File: src/rtl/noise_pkg.sv
// noise_pkg
//   Shared types and constants for the multi-channel noise source:
//   channel state encoding, LFSR seed and feedback taps, envelope ceiling,
//   and the LFSR next-state function used by the top-level generator.
package noise_pkg;

  typedef enum logic [1:0] {
    IDLE    = 2'd0,
    SUSTAIN = 2'd1,
    DECAY   = 2'd2
  } noise_state_e;

  localparam logic [15:0] LFSR_SEED = 16'h0001;
  localparam logic [15:0] ENV_MAX   = 16'hFFFF;

  localparam int LFSR_TAP_A = 15;
  localparam int LFSR_TAP_B = 13;
  localparam int LFSR_TAP_C = 12;
  localparam int LFSR_TAP_D = 10;

  // All-zero is a lock-up state for this XOR LFSR; recover to the seed.
  function automatic logic [15:0] lfsr_next(input logic [15:0] cur);
    logic [15:0] nxt;
    if (cur == 16'h0000) begin
      nxt = LFSR_SEED;
    end else begin
      nxt = {cur[14:0],
             cur[LFSR_TAP_A] ^ cur[LFSR_TAP_B] ^ cur[LFSR_TAP_C] ^ cur[LFSR_TAP_D]};
    end
    return nxt;
  endfunction

endpackage

File: src/rtl/noise_source_multi_if.sv
// noise_source_multi_if
//   Per-channel control and output bundle of the noise source.
//   noise_en   : per-channel trigger/sustain
//   loud_soft  : per-channel level select (1 = loud)
//   noise_out  : per-channel 16-bit sample, channel i at [16i+15:16i]
//   mix_out    : saturating sum of all channels
//   active     : per-channel "state is not IDLE"
//   master = sound controller, slave = noise source.
interface noise_source_multi_if #(
  parameter int CHANNELS = 2
);
  logic [CHANNELS-1:0]    noise_en;
  logic [CHANNELS-1:0]    loud_soft;
  logic [16*CHANNELS-1:0] noise_out;
  logic [15:0]            mix_out;
  logic [CHANNELS-1:0]    active;

  modport master (
    output noise_en, loud_soft,
    input  noise_out, mix_out, active
  );

  modport slave (
    input  noise_en, loud_soft,
    output noise_out, mix_out, active
  );
endinterface

File: src/rtl/noise_channel.sv
// noise_channel
//   One noise channel: IDLE/SUSTAIN/DECAY envelope FSM, registered sample.
//   Ports:
//     clk, reset          system clock, synchronous active-high reset
//     clk_3MHz_en         sample register strobe
//     clk_6KHz_en         decay strobe
//     sound_enable        global gate, forces IDLE when low
//     noise_en, loud_soft channel trigger and level select
//     lfsr                shared LFSR value (bit TAP is used)
//     sample_next         value the sample register loads on the next strobe
//     sample              registered channel output
//     active              state is not IDLE
//   Parameters: TAP (LFSR bit index), SHIFT (decay shift, 1..15).
module noise_channel
  import noise_pkg::*;
#(
  parameter logic [3:0] TAP   = 4'd4,
  parameter logic [3:0] SHIFT = 4'd6
) (
  input  logic        clk,
  input  logic        reset,
  input  logic        clk_3MHz_en,
  input  logic        clk_6KHz_en,
  input  logic        sound_enable,
  input  logic        noise_en,
  input  logic        loud_soft,
  input  logic [15:0] lfsr,
  output logic [15:0] sample_next,
  output logic [15:0] sample,
  output logic        active
);

  noise_state_e state;
  logic [15:0]  env;
  logic [15:0]  decay_step;
  logic         noise_bit;

  assign noise_bit  = lfsr[TAP];
  assign decay_step = (env >> SHIFT) + 16'd1;
  assign active     = (state != IDLE);

  // Gating with sound_enable makes the output drop to 0 on the first
  // sample strobe after the gate falls, even if env has not cleared yet.
  always_comb begin
    sample_next = 16'h0000;
    if (sound_enable && noise_bit) begin
      sample_next = loud_soft ? env : (env >> 2);
    end
  end

  always_ff @(posedge clk) begin
    if (reset) begin
      state  <= IDLE;
      env    <= 16'h0000;
      sample <= 16'h0000;
    end else begin
      if (clk_3MHz_en) begin
        sample <= sample_next;
      end
      if (!sound_enable) begin
        state <= IDLE;
        env   <= 16'h0000;
      end else begin
        case (state)
          IDLE: begin
            env <= 16'h0000;
            if (noise_en) begin
              state <= SUSTAIN;
              env   <= ENV_MAX;
            end
          end
          SUSTAIN: begin
            env <= ENV_MAX;
            if (!noise_en) begin
              state <= DECAY;
            end
          end
          DECAY: begin
            // Retrigger takes priority over a coincident decay strobe.
            if (noise_en) begin
              state <= SUSTAIN;
              env   <= ENV_MAX;
            end else if (clk_6KHz_en) begin
              if (env <= decay_step) begin
                env   <= 16'h0000;
                state <= IDLE;
              end else begin
                env <= env - decay_step;
              end
            end
          end
          default: begin
            state <= IDLE;
            env   <= 16'h0000;
          end
        endcase
      end
    end
  end

  always_ff @(posedge clk) begin
    assert (SHIFT != 4'd0) else $error("noise_channel: SHIFT of 0 is illegal");
  end

endmodule

File: src/rtl/noise_source_multi.sv
// noise_source_multi
//   Multi-channel noise generator: one shared 16-bit LFSR stepped on the
//   6 kHz strobe, CHANNELS envelope channels, saturating 16-bit mixer.
//   Ports:
//     clk, reset     system clock, synchronous active-high reset
//     clk_3MHz_en    output sample strobe
//     clk_6KHz_en    LFSR step and envelope decay strobe
//     sound_enable   global gate (freezes LFSR, idles channels)
//     bus            noise_source_multi_if slave (noise_en, loud_soft,
//                    noise_out, mix_out, active)
module noise_source_multi
  import noise_pkg::*;
#(
  parameter int                    CHANNELS    = 2,
  parameter logic [4*CHANNELS-1:0] TAP_SEL     = {4'd11, 4'd4},
  parameter logic [4*CHANNELS-1:0] DECAY_SHIFT = {4'd8, 4'd6}
) (
  input  logic                 clk,
  input  logic                 reset,
  input  logic                 clk_3MHz_en,
  input  logic                 clk_6KHz_en,
  input  logic                 sound_enable,
  noise_source_multi_if.slave  bus
);

  logic [15:0]            lfsr;
  logic [15:0]            samp_nxt [CHANNELS];
  logic [16*CHANNELS-1:0] samp_q;
  logic [CHANNELS-1:0]    act;
  logic [18:0]            acc;
  logic [15:0]            mix_q;

  always_ff @(posedge clk) begin
    if (reset) begin
      lfsr <= LFSR_SEED;
    end else if (clk_6KHz_en && sound_enable) begin
      lfsr <= lfsr_next(lfsr);
    end
  end

  for (genvar i = 0; i < CHANNELS; i++) begin : g_ch
    noise_channel #(
      .TAP   (TAP_SEL[4*i +: 4]),
      .SHIFT (DECAY_SHIFT[4*i +: 4])
    ) u_ch (
      .clk          (clk),
      .reset        (reset),
      .clk_3MHz_en  (clk_3MHz_en),
      .clk_6KHz_en  (clk_6KHz_en),
      .sound_enable (sound_enable),
      .noise_en     (bus.noise_en[i]),
      .loud_soft    (bus.loud_soft[i]),
      .lfsr         (lfsr),
      .sample_next  (samp_nxt[i]),
      .sample       (samp_q[16*i +: 16]),
      .active       (act[i])
    );
  end

  // Mixing the channels' next samples keeps mix_out aligned with noise_out:
  // both load on the same strobe from the same pre-edge env/lfsr.
  always_comb begin
    acc = 19'd0;
    for (int i = 0; i < CHANNELS; i++) begin
      acc = acc + {3'b000, samp_nxt[i]};
    end
  end

  always_ff @(posedge clk) begin
    if (reset) begin
      mix_q <= 16'h0000;
    end else if (clk_3MHz_en) begin
      mix_q <= (acc > 19'h0FFFF) ? ENV_MAX : acc[15:0];
    end
  end

  assign bus.noise_out = samp_q;
  assign bus.mix_out   = mix_q;
  assign bus.active    = act;

endmodule

File: src/flat_wrapper.sv
// flat-port wrapper written by rule: the top's interface ports become plain ports
module noise_source_multi_flat import noise_pkg::*;
#(
  parameter int                    CHANNELS    = 2,
  parameter logic [4*CHANNELS-1:0] TAP_SEL     = {4'd11, 4'd4},
  parameter logic [4*CHANNELS-1:0] DECAY_SHIFT = {4'd8, 4'd6}
)
  (clk, reset, clk_3MHz_en, clk_6KHz_en, sound_enable, bus_noise_en, bus_loud_soft, bus_noise_out, bus_mix_out, bus_active);
  noise_source_multi_if #(.CHANNELS(CHANNELS)) bus_i ();
  input  logic clk;
  input  logic reset;
  input  logic clk_3MHz_en;
  input  logic clk_6KHz_en;
  input  logic sound_enable;
  input wire logic [$bits(bus_i.noise_en)-1:0] bus_noise_en;
  input wire logic [$bits(bus_i.loud_soft)-1:0] bus_loud_soft;
  output wire logic [$bits(bus_i.noise_out)-1:0] bus_noise_out;
  output wire logic [$bits(bus_i.mix_out)-1:0] bus_mix_out;
  output wire logic [$bits(bus_i.active)-1:0] bus_active;
  assign bus_i.noise_en = bus_noise_en;
  assign bus_i.loud_soft = bus_loud_soft;
  assign bus_noise_out = bus_i.noise_out;
  assign bus_mix_out = bus_i.mix_out;
  assign bus_active = bus_i.active;
  noise_source_multi #(.CHANNELS(CHANNELS), .TAP_SEL(TAP_SEL), .DECAY_SHIFT(DECAY_SHIFT)) u_core (.clk(clk), .reset(reset), .clk_3MHz_en(clk_3MHz_en), .clk_6KHz_en(clk_6KHz_en), .sound_enable(sound_enable), .bus(bus_i));
endmodule
File: config.mk
export PLATFORM = sky130hd
export DESIGN_NAME = noise_source_multi_flat
export DESIGN_NICKNAME = d
export VERILOG_FILES = /design/src/rtl/noise_pkg.sv /design/src/rtl/noise_source_multi_if.sv /design/src/rtl/noise_channel.sv /design/src/rtl/noise_source_multi.sv /design/src/flat_wrapper.sv
export SDC_FILE = /design/constraint.sdc
export NUM_CORES = 1
export LEC_CHECK = 0
export ABC_AREA = 1
export CELL_PAD_IN_SITES_DETAIL_PLACEMENT = 1
export CELL_PAD_IN_SITES_GLOBAL_PLACEMENT = 1
export CORE_MARGIN = 10
export CORE_UTILIZATION = 38
export DETAILED_ROUTE_END_ITERATION = 6
export PLACE_DENSITY = 0.76
export SYNTH_ARGS = -nofsm -noshare
export SYNTH_HDL_FRONTEND = slang
export SYNTH_SLANG_ARGS = --single-unit
export TNS_END_PERCENT = 50
File: constraint.sdc
create_clock -name clk -period 2.56 [get_ports clk]
set_input_delay 0.256 -clock clk [delete_from_list [all_inputs] [get_ports clk]]
set_output_delay 0.256 -clock clk [all_outputs]
set_load 0.01 [all_outputs]
==> results.tsv, run 1 <==
metric	value	unit
outcome	complete, but fails checks	
violated checks	negative setup slack	
combinational family with the most area after synthesis	simple AND/OR/NAND/NOR gates	
Syn Inst Count	1037	
FF-to-FF setup slack	-0.52	ns
Worst path slowest cell	dfxtp_4	
Fin. Hold Viols	0	
Placed Area	0.00910	mm2
Hold Path Class	reg -> reg	
setup TNS	-12.05	ns
Synth Area in Compound Gates	0.175	
CP max FO	6	
DR iter-0 viols	615	
register area share after synthesis	0.293	
Critical Path RT	2.87	ns
final wirelength	36.5	mm
antenna cells	0	
nets	1361	
CTS tree	yes	
Worst Path Arrival	3.39	ns
critical path class	reg -> reg	
Synth Area in Simple Gates	0.315	
Setup violations, final	49	
Mapped Area	0.00683	mm2
Worst setup startpoint	u_core.g_ch[0].u_ch.env[7]	
Final ANT Viol Nets	0	
worst min-delay path startpoint	u_core.lfsr[3]	
Synth area leaders	dfxtp_1, nand2_1, ha_1	
H-tree lvl count	3	
Initial Util	0.391	
global-route wire length before repair	46.0	mm
final setup margin	-0.518	ns
final RePlAce weighted congestion	0.890	
clock tree root driver cell	clkbuf_16	
Filler cells	2187	
Rel. slew slack	0.137	
most area-hungry cell type in the Yosys netlist	dfxtp_1	
Worst-Skew Late Latency	0.38	ns
Worst Max-Slew Pin Slew	1.29	ns
Die Wd	154	um
Synth top area share	0.293	
mean post-synth cell area	6.59	um2
Slowest Stage Delay on Critical Path	0.40	ns
Critical R2R Launch	u_core.g_ch[0].u_ch.env[7]	
number of global-route vias before repair	8832	
Ports	59	
max cap viols	0	
max-slew violation count	0	
grt ovf	0	
Critical Path, Cell by Cell	nand3_4 -> buf_4 -> buf_4 -> buf_4 -> buf_4 -> buf_4 -> xor2_1 -> ha_1 -> buf_4 -> nand2_1 -> nor2_1 -> nand2_1 -> nand3_1 -> nand3_1 -> nand3_1 -> nand3_2 -> nand2_1 -> nand2_1 -> a21oi_1	
startpoint types	register	
Leak Pwr	0.00476	uW
Area Overhead vs Synth	53.3	%
largest net degree at the start of global routing	50	
Net Count, Synth	1089	
DR vias	8939	
global-route usage over all layers	0.234	
TritonCTS Buffers	9	
WL/cell	23.7	um
mux share of post-synthesis cell area	0	
antenna violations before repair	0	
clk slew on worst S/H paths	0.09	ns
Max Freq	325	MHz
yosys warns	0	
placeable core region	0.0175	mm2
DPL Wire Length	20.0	mm
hold_buf cts	0	
RSZ-0062 raised after global routing	true	
Post-synth EDFFs	0	
row count	48	
Post-synth top cells	nand2_1, nor2_1, dfxtp_1	
CP endpoint	u_core.g_ch[0].u_ch.env[13]	
layout cells sized above 1	0.361	
CP endpoint kind	register	
XOR/XNOR Fraction of Synth Area	0.0474	
post-synthesis register bit count	100	
vias per cell	5.81	
setup skew after layout	0.0105	ns
top-count cell post-synth	nand2_1	
power per cell area	431	mW/mm2
Post-Layout Inst Area	0.0105	mm2
CTS Sinks	100	
worst vdd ir	0.395	mV
ys async rst share	0	
Synth Area in Adders	0.0820	
DRT Pass-1 Iters	5	
Tmin final	3.08	ns
RR Endpoint	u_core.g_ch[0].u_ch.env[13]	
Final period util	1.20	
distinct cell type count of the synthesized netlist	38	
worst reg-to-reg path cell count	19	
Die Height	154	um
# port buffers	58	
DR DRC count	0	
most frequent CP cell	buf_4	
Die ar.	0.0237	mm2
clock buffer depth	2	
Primary FF master, synth	dfxtp_1	
==> flip-flops by register name, summed over array words and instances, names as in the netlist <==
name	count
u_core.g_ch.u_ch.env	32
u_core.g_ch.u_ch.sample	32
u_core.bus.mix_out	16
u_core.lfsr	16
u_core.g_ch.u_ch.state	4
==> final cells by class <==
type,instances,area (um2),area share
Clock buffer,9,225,0.0215
Clock inverter,7,88.8,0.00848
Inverter,98,378,0.0361
Multi-Input combinational cell,796,4940,0.472
Sequential cell,100,2030,0.194
Tap cell,225,282,0.0269
Timing Repair Buffer,304,2530,0.241
==> cells in the final DEF (no fill, tap or decap), drive strengths merged <==
| master | count |
|---|---|
| clkbuf | 9 |
| clkdlybuf4s50 | 55 |
| a31oi | 6 |
| a21o | 3 |
| nand3b | 4 |
| nand2 | 279 |
| a21boi | 1 |
| nand3 | 47 |
| dfxtp | 100 |
| fa | 3 |
| clkinvlp | 2 |
| xor2 | 27 |
| buf | 246 |
| a211oi | 19 |
| dlymetal6s2s | 3 |
| o221ai | 1 |
| or2 | 3 |
| nor4 | 4 |
| o21ai | 83 |
| nand4 | 9 |
| nor2 | 142 |
| xnor2 | 10 |
| clkinv | 3 |
| a21oi | 92 |
| ha | 40 |
| o21bai | 5 |
| nor3 | 18 |
| inv | 100 |
==> critical path: cells and delay by family, from the launching register on <==
family | cells | cell delay, ns
DFF | 1 | 0.40
xor gates and xnor gates | 1 | 0.14
adders and majority gates | 1 | 0.31
and+or+nand+nor | 10 | 1.22
AOI/OAI and AO/OA | 1 | 0.14
buffers and inverters | 6 | 0.78
==> power by group <==
group          internal [uW]  total, uW  switching (uW)
registers               1620       1690            66.3
logic                    522       1300             783
clock network            712       1530             814
total                   2850       4520            1660
==> what timing repair did <==
action,4_1_cts,5_1_grt
buffers inserted,16,19
resized for setup,85,125
pin swaps,39,34
cloned,0,2
setup endpoints to repair,49,49
==> per-layer routing <==
| metal | global-route usage | vias up | wire length (um) |
|---|---|---|---|
| li1 | - | 3920 | - |
| met1 | 0.271 | 4319 | 13500 |
| met2 | 0.420 | 489 | 17800 |
| met3 | 0.0368 | 211 | 2470 |
| met4 | 0.0931 | 0 | 2660 |
| met5 | 0 | - | 0 |
==> logic make-up (layout without fill, tap and decap cells) <==
family                     Yosys count  count (layout)
and+or+nand+nor                    506             506
adders and majority gates           43              43
buffers and inverters              141             418
DFF                                100             100
xor gates and xnor gates            37              37
AOI/OAI and AO/OA                  210             210
==> worst min path at each step <==
stage	end	slack [ns]	depth (start not counted)
final	u_core.lfsr[4]	0.49	2
after global routing	u_core.g_ch[1].u_ch.env[0]	0.51	2
after global placement	u_core.g_ch[1].u_ch.env[0]	0.45	2
after detailed placement	u_core.g_ch[0].u_ch.env[0]	0.47	2
after floorplan	u_core.g_ch[0].u_ch.state[0]	0.38	2
after CTS	u_core.lfsr[4]	0.48	2
==> metrics by stage <==
stage / setup WS (ns) / std cells / total power, uW / util / hold slack, ns
after detailed placement: -0.512 / 1487 / 2730 / 0.521 / 0.473
after global routing: -0.634 / 1539 / 4670 / 0.599 / 0.511
final: -0.518 / 1539 / 4520 / 0.599 / 0.490
after global placement: -0.356 / 1487 / 2690 / 0.521 / 0.452
after floorplan: 0.00507 / 1037 / 2300 / - / 0.377
after CTS: -0.215 / 1518 / 4290 / 0.563 / 0.483
No activity file was read; power rests on OpenSTA's default activity.
==> inputs of run 2 (changes only) <==
--- a/config.mk
+++ b/config.mk
@@ -8,10 +8,12 @@
 export ABC_AREA = 1
 export CELL_PAD_IN_SITES_DETAIL_PLACEMENT = 1
 export CELL_PAD_IN_SITES_GLOBAL_PLACEMENT = 1
+export CORE_ASPECT_RATIO = 1.75
 export CORE_MARGIN = 10
-export CORE_UTILIZATION = 38
+export CORE_UTILIZATION = 39
+export CTS_BUF_LIST = sky130_fd_sc_hd__clkbuf_2 sky130_fd_sc_hd__clkbuf_4 sky130_fd_sc_hd__clkbuf_8
 export DETAILED_ROUTE_END_ITERATION = 6
-export PLACE_DENSITY = 0.76
+export PLACE_DENSITY = 0.78
 export SYNTH_ARGS = -nofsm -noshare
 export SYNTH_HDL_FRONTEND = slang
 export SYNTH_SLANG_ARGS = --single-unit
==> run 2 against run 1 <==
- the run still ends with negative setup slack left
- clock skew increased by 0.011 ns
- sequential share of layout area up 1.1 points
- global-route usage is 0.53 points higher
- worst setup slack worse by 0.0073 ns
- fmax down 0.24%
- via count fell by 6.2%
- wire length down 14%
- non-clock buffer count decreased by 30
- count of clock-buffer cells in the layout increased by 1
- hold slack got worse by 0.019 ns
- first-iteration DRC count shrank 2.3%
- largest power group unchanged
- highest routed layer unchanged
==> results.tsv, run 2 (synthesis gave the netlist of run 1 again) <==
metric	value	unit
global-route wire length before repair	45.2	mm
Util after Layout	0.570	
final wirelength	31.3	mm
violated checks	negative setup slack	
nets	1331	
CTS tree	yes	
Worst-Skew Late Latency	0.41	ns
global-route usage over all layers	0.240	
Critical Path, Cell by Cell	nand3_2 -> nand3b_1 -> nor3_2 -> nand3_1 -> xor2_1 -> ha_1 -> a21oi_1 -> o21ai_0 -> nor2_1 -> nand2_4 -> nand3_4 -> buf_12 -> o21ai_1 -> nand2_1 -> a21oi_1	
row count	64	
clock tree root driver cell	clkbuf_8	
outcome	complete, but fails checks	
max-slew violation count	0	
final setup margin	-0.525	ns
Worst path slowest cell	dfxtp_4	
DR vias	8385	
Worst Max-Slew Pin Slew	0.511	ns
CP endpoint kind	register	
Rel. slew slack	0.658	
antenna violations before repair	0	
Setup WS pre-CTS	-0.541	ns
antenna cells	0	
hold_buf cts	0	
Die Height	195	um
startpoint types	register	
# port buffers	58	
Placed Area	0.00900	mm2
Leak Pwr	0.00454	uW
Setup violations, final	33	
clk slew on worst S/H paths	0.11	ns
Initial Util	0.393	
final RePlAce weighted congestion	0.995	
TritonCTS Buffers	9	
DRT Pass-1 Iters	5	
Slowest Stage Delay on Critical Path	0.40	ns
number of global-route vias before repair	8974	
clock buffer depth	2	
layout cells sized above 1	0.304	
RSZ-0062 raised after global routing	true	
Die ar.	0.0234	mm2
max cap viols	0	
commonest non-fill, non-tap cells in the layout	nand2_1, buf_4, nor2_1	
Ports	59	
largest net degree at the start of global routing	40	
worst vdd ir	0.282	mV
placeable core region	0.0174	mm2
setup skew after layout	0.0214	ns
Hold Worst Slack	0.470	ns
Final period util	1.21	
Post-Layout Inst Area	0.00990	mm2
power per cell area	400	mW/mm2
DPL Wire Length	21.4	mm
vias per cell	5.54	
Tmin final	3.09	ns
CTS Sinks	100	
Worst Path Arrival	3.42	ns
DR DRC count	0	
total power	3970	uW
commonest non-fill, non-tap cell in the layout	nand2_1	
grt ovf	0	
CP max FO	6	
WL/cell	20.7	um
DR iter-0 viols	601	
Critical Path RT	2.89	ns
critical path class	reg -> reg	
Final ANT Viol Nets	0	
Max Freq	324	MHz
Fin. Hold Viols	0	
Hold Path Class	in -> reg	
H-tree lvl count	3	
biggest regs	u_core.g_ch.u_ch.env x32, u_core.g_ch.u_ch.sample x32	
Die Wd	120	um
most frequent CP cell	a21oi_1	
Area Overhead vs Synth	44.9	%
run 2: worst paths after layout:
check / start / end / slack [ns] / cells past startpoint
setup / recovery: u_core.g_ch[0].u_ch.env[8] / u_core.g_ch[0].u_ch.env[6] / -0.53 / 15
hold / removal: bus_noise_en[0] / u_core.g_ch[0].u_ch.state[0] / 0.47 / 3
setup reg to reg: u_core.g_ch[0].u_ch.env[8] / u_core.g_ch[0].u_ch.env[6] / -0.53 / 15
hold reg to reg: u_core.lfsr[0] / u_core.lfsr[1] / 0.49 / 2
run 2: report_power, final:
| part | internal, uW | switching [uW] | leakage [uW] |
|---|---|---|---|
| combinational | 483 | 732 | 0.00362 |
| sequential | 1620 | 56.3 | 0.000827 |
| clock | 469 | 607 | 0.0000979 |
run 2: stage by stage:
stage,std cells,TNS (ns)
floorplan,1037,0
global placement,1478,-10.78
detailed placement,1478,-14.88
CTS,1505,-5.65
global route,1514,-15.80
finish,1514,-9.86
run 2: cell type report:
cell class,count,area (um2)
clock inverters,5,52.6
fillers,2247,7480
repair buffers,274,2310
inverters,98,369
flip-flops and latches,100,2030
multi-input cells,796,4710
clock buffers,10,138
well taps,231,289
run 2: repair_timing:
item | 4_1_cts | 5_1_grt
endpoints found under the setup margin | 47 | 50
gates resized for setup | 50 | 96
cloned | 1 | 2
endpoints found under the hold margin | 0 | 0
setup buffers | 11 | 8
pin swaps | 25 | 34
run 2: worst max-delay path: cells and delay by family, from the launching register on:
kind            cells  cell delay, ns
xor+xnor            1            0.18
compound gates      4            0.76
fa+ha+maj           1            0.38
simple gates        8            1.12
buf+inv             1            0.17
flops               1            0.40
run 2: per-layer routing:
layer | share of wire | global-route usage
met4 | 0.068 | 0.163
met3 | 0.035 | 0.0352
met2 | 0.55 | 0.467
met1 | 0.34 | 0.218
met5 | 0 | 0
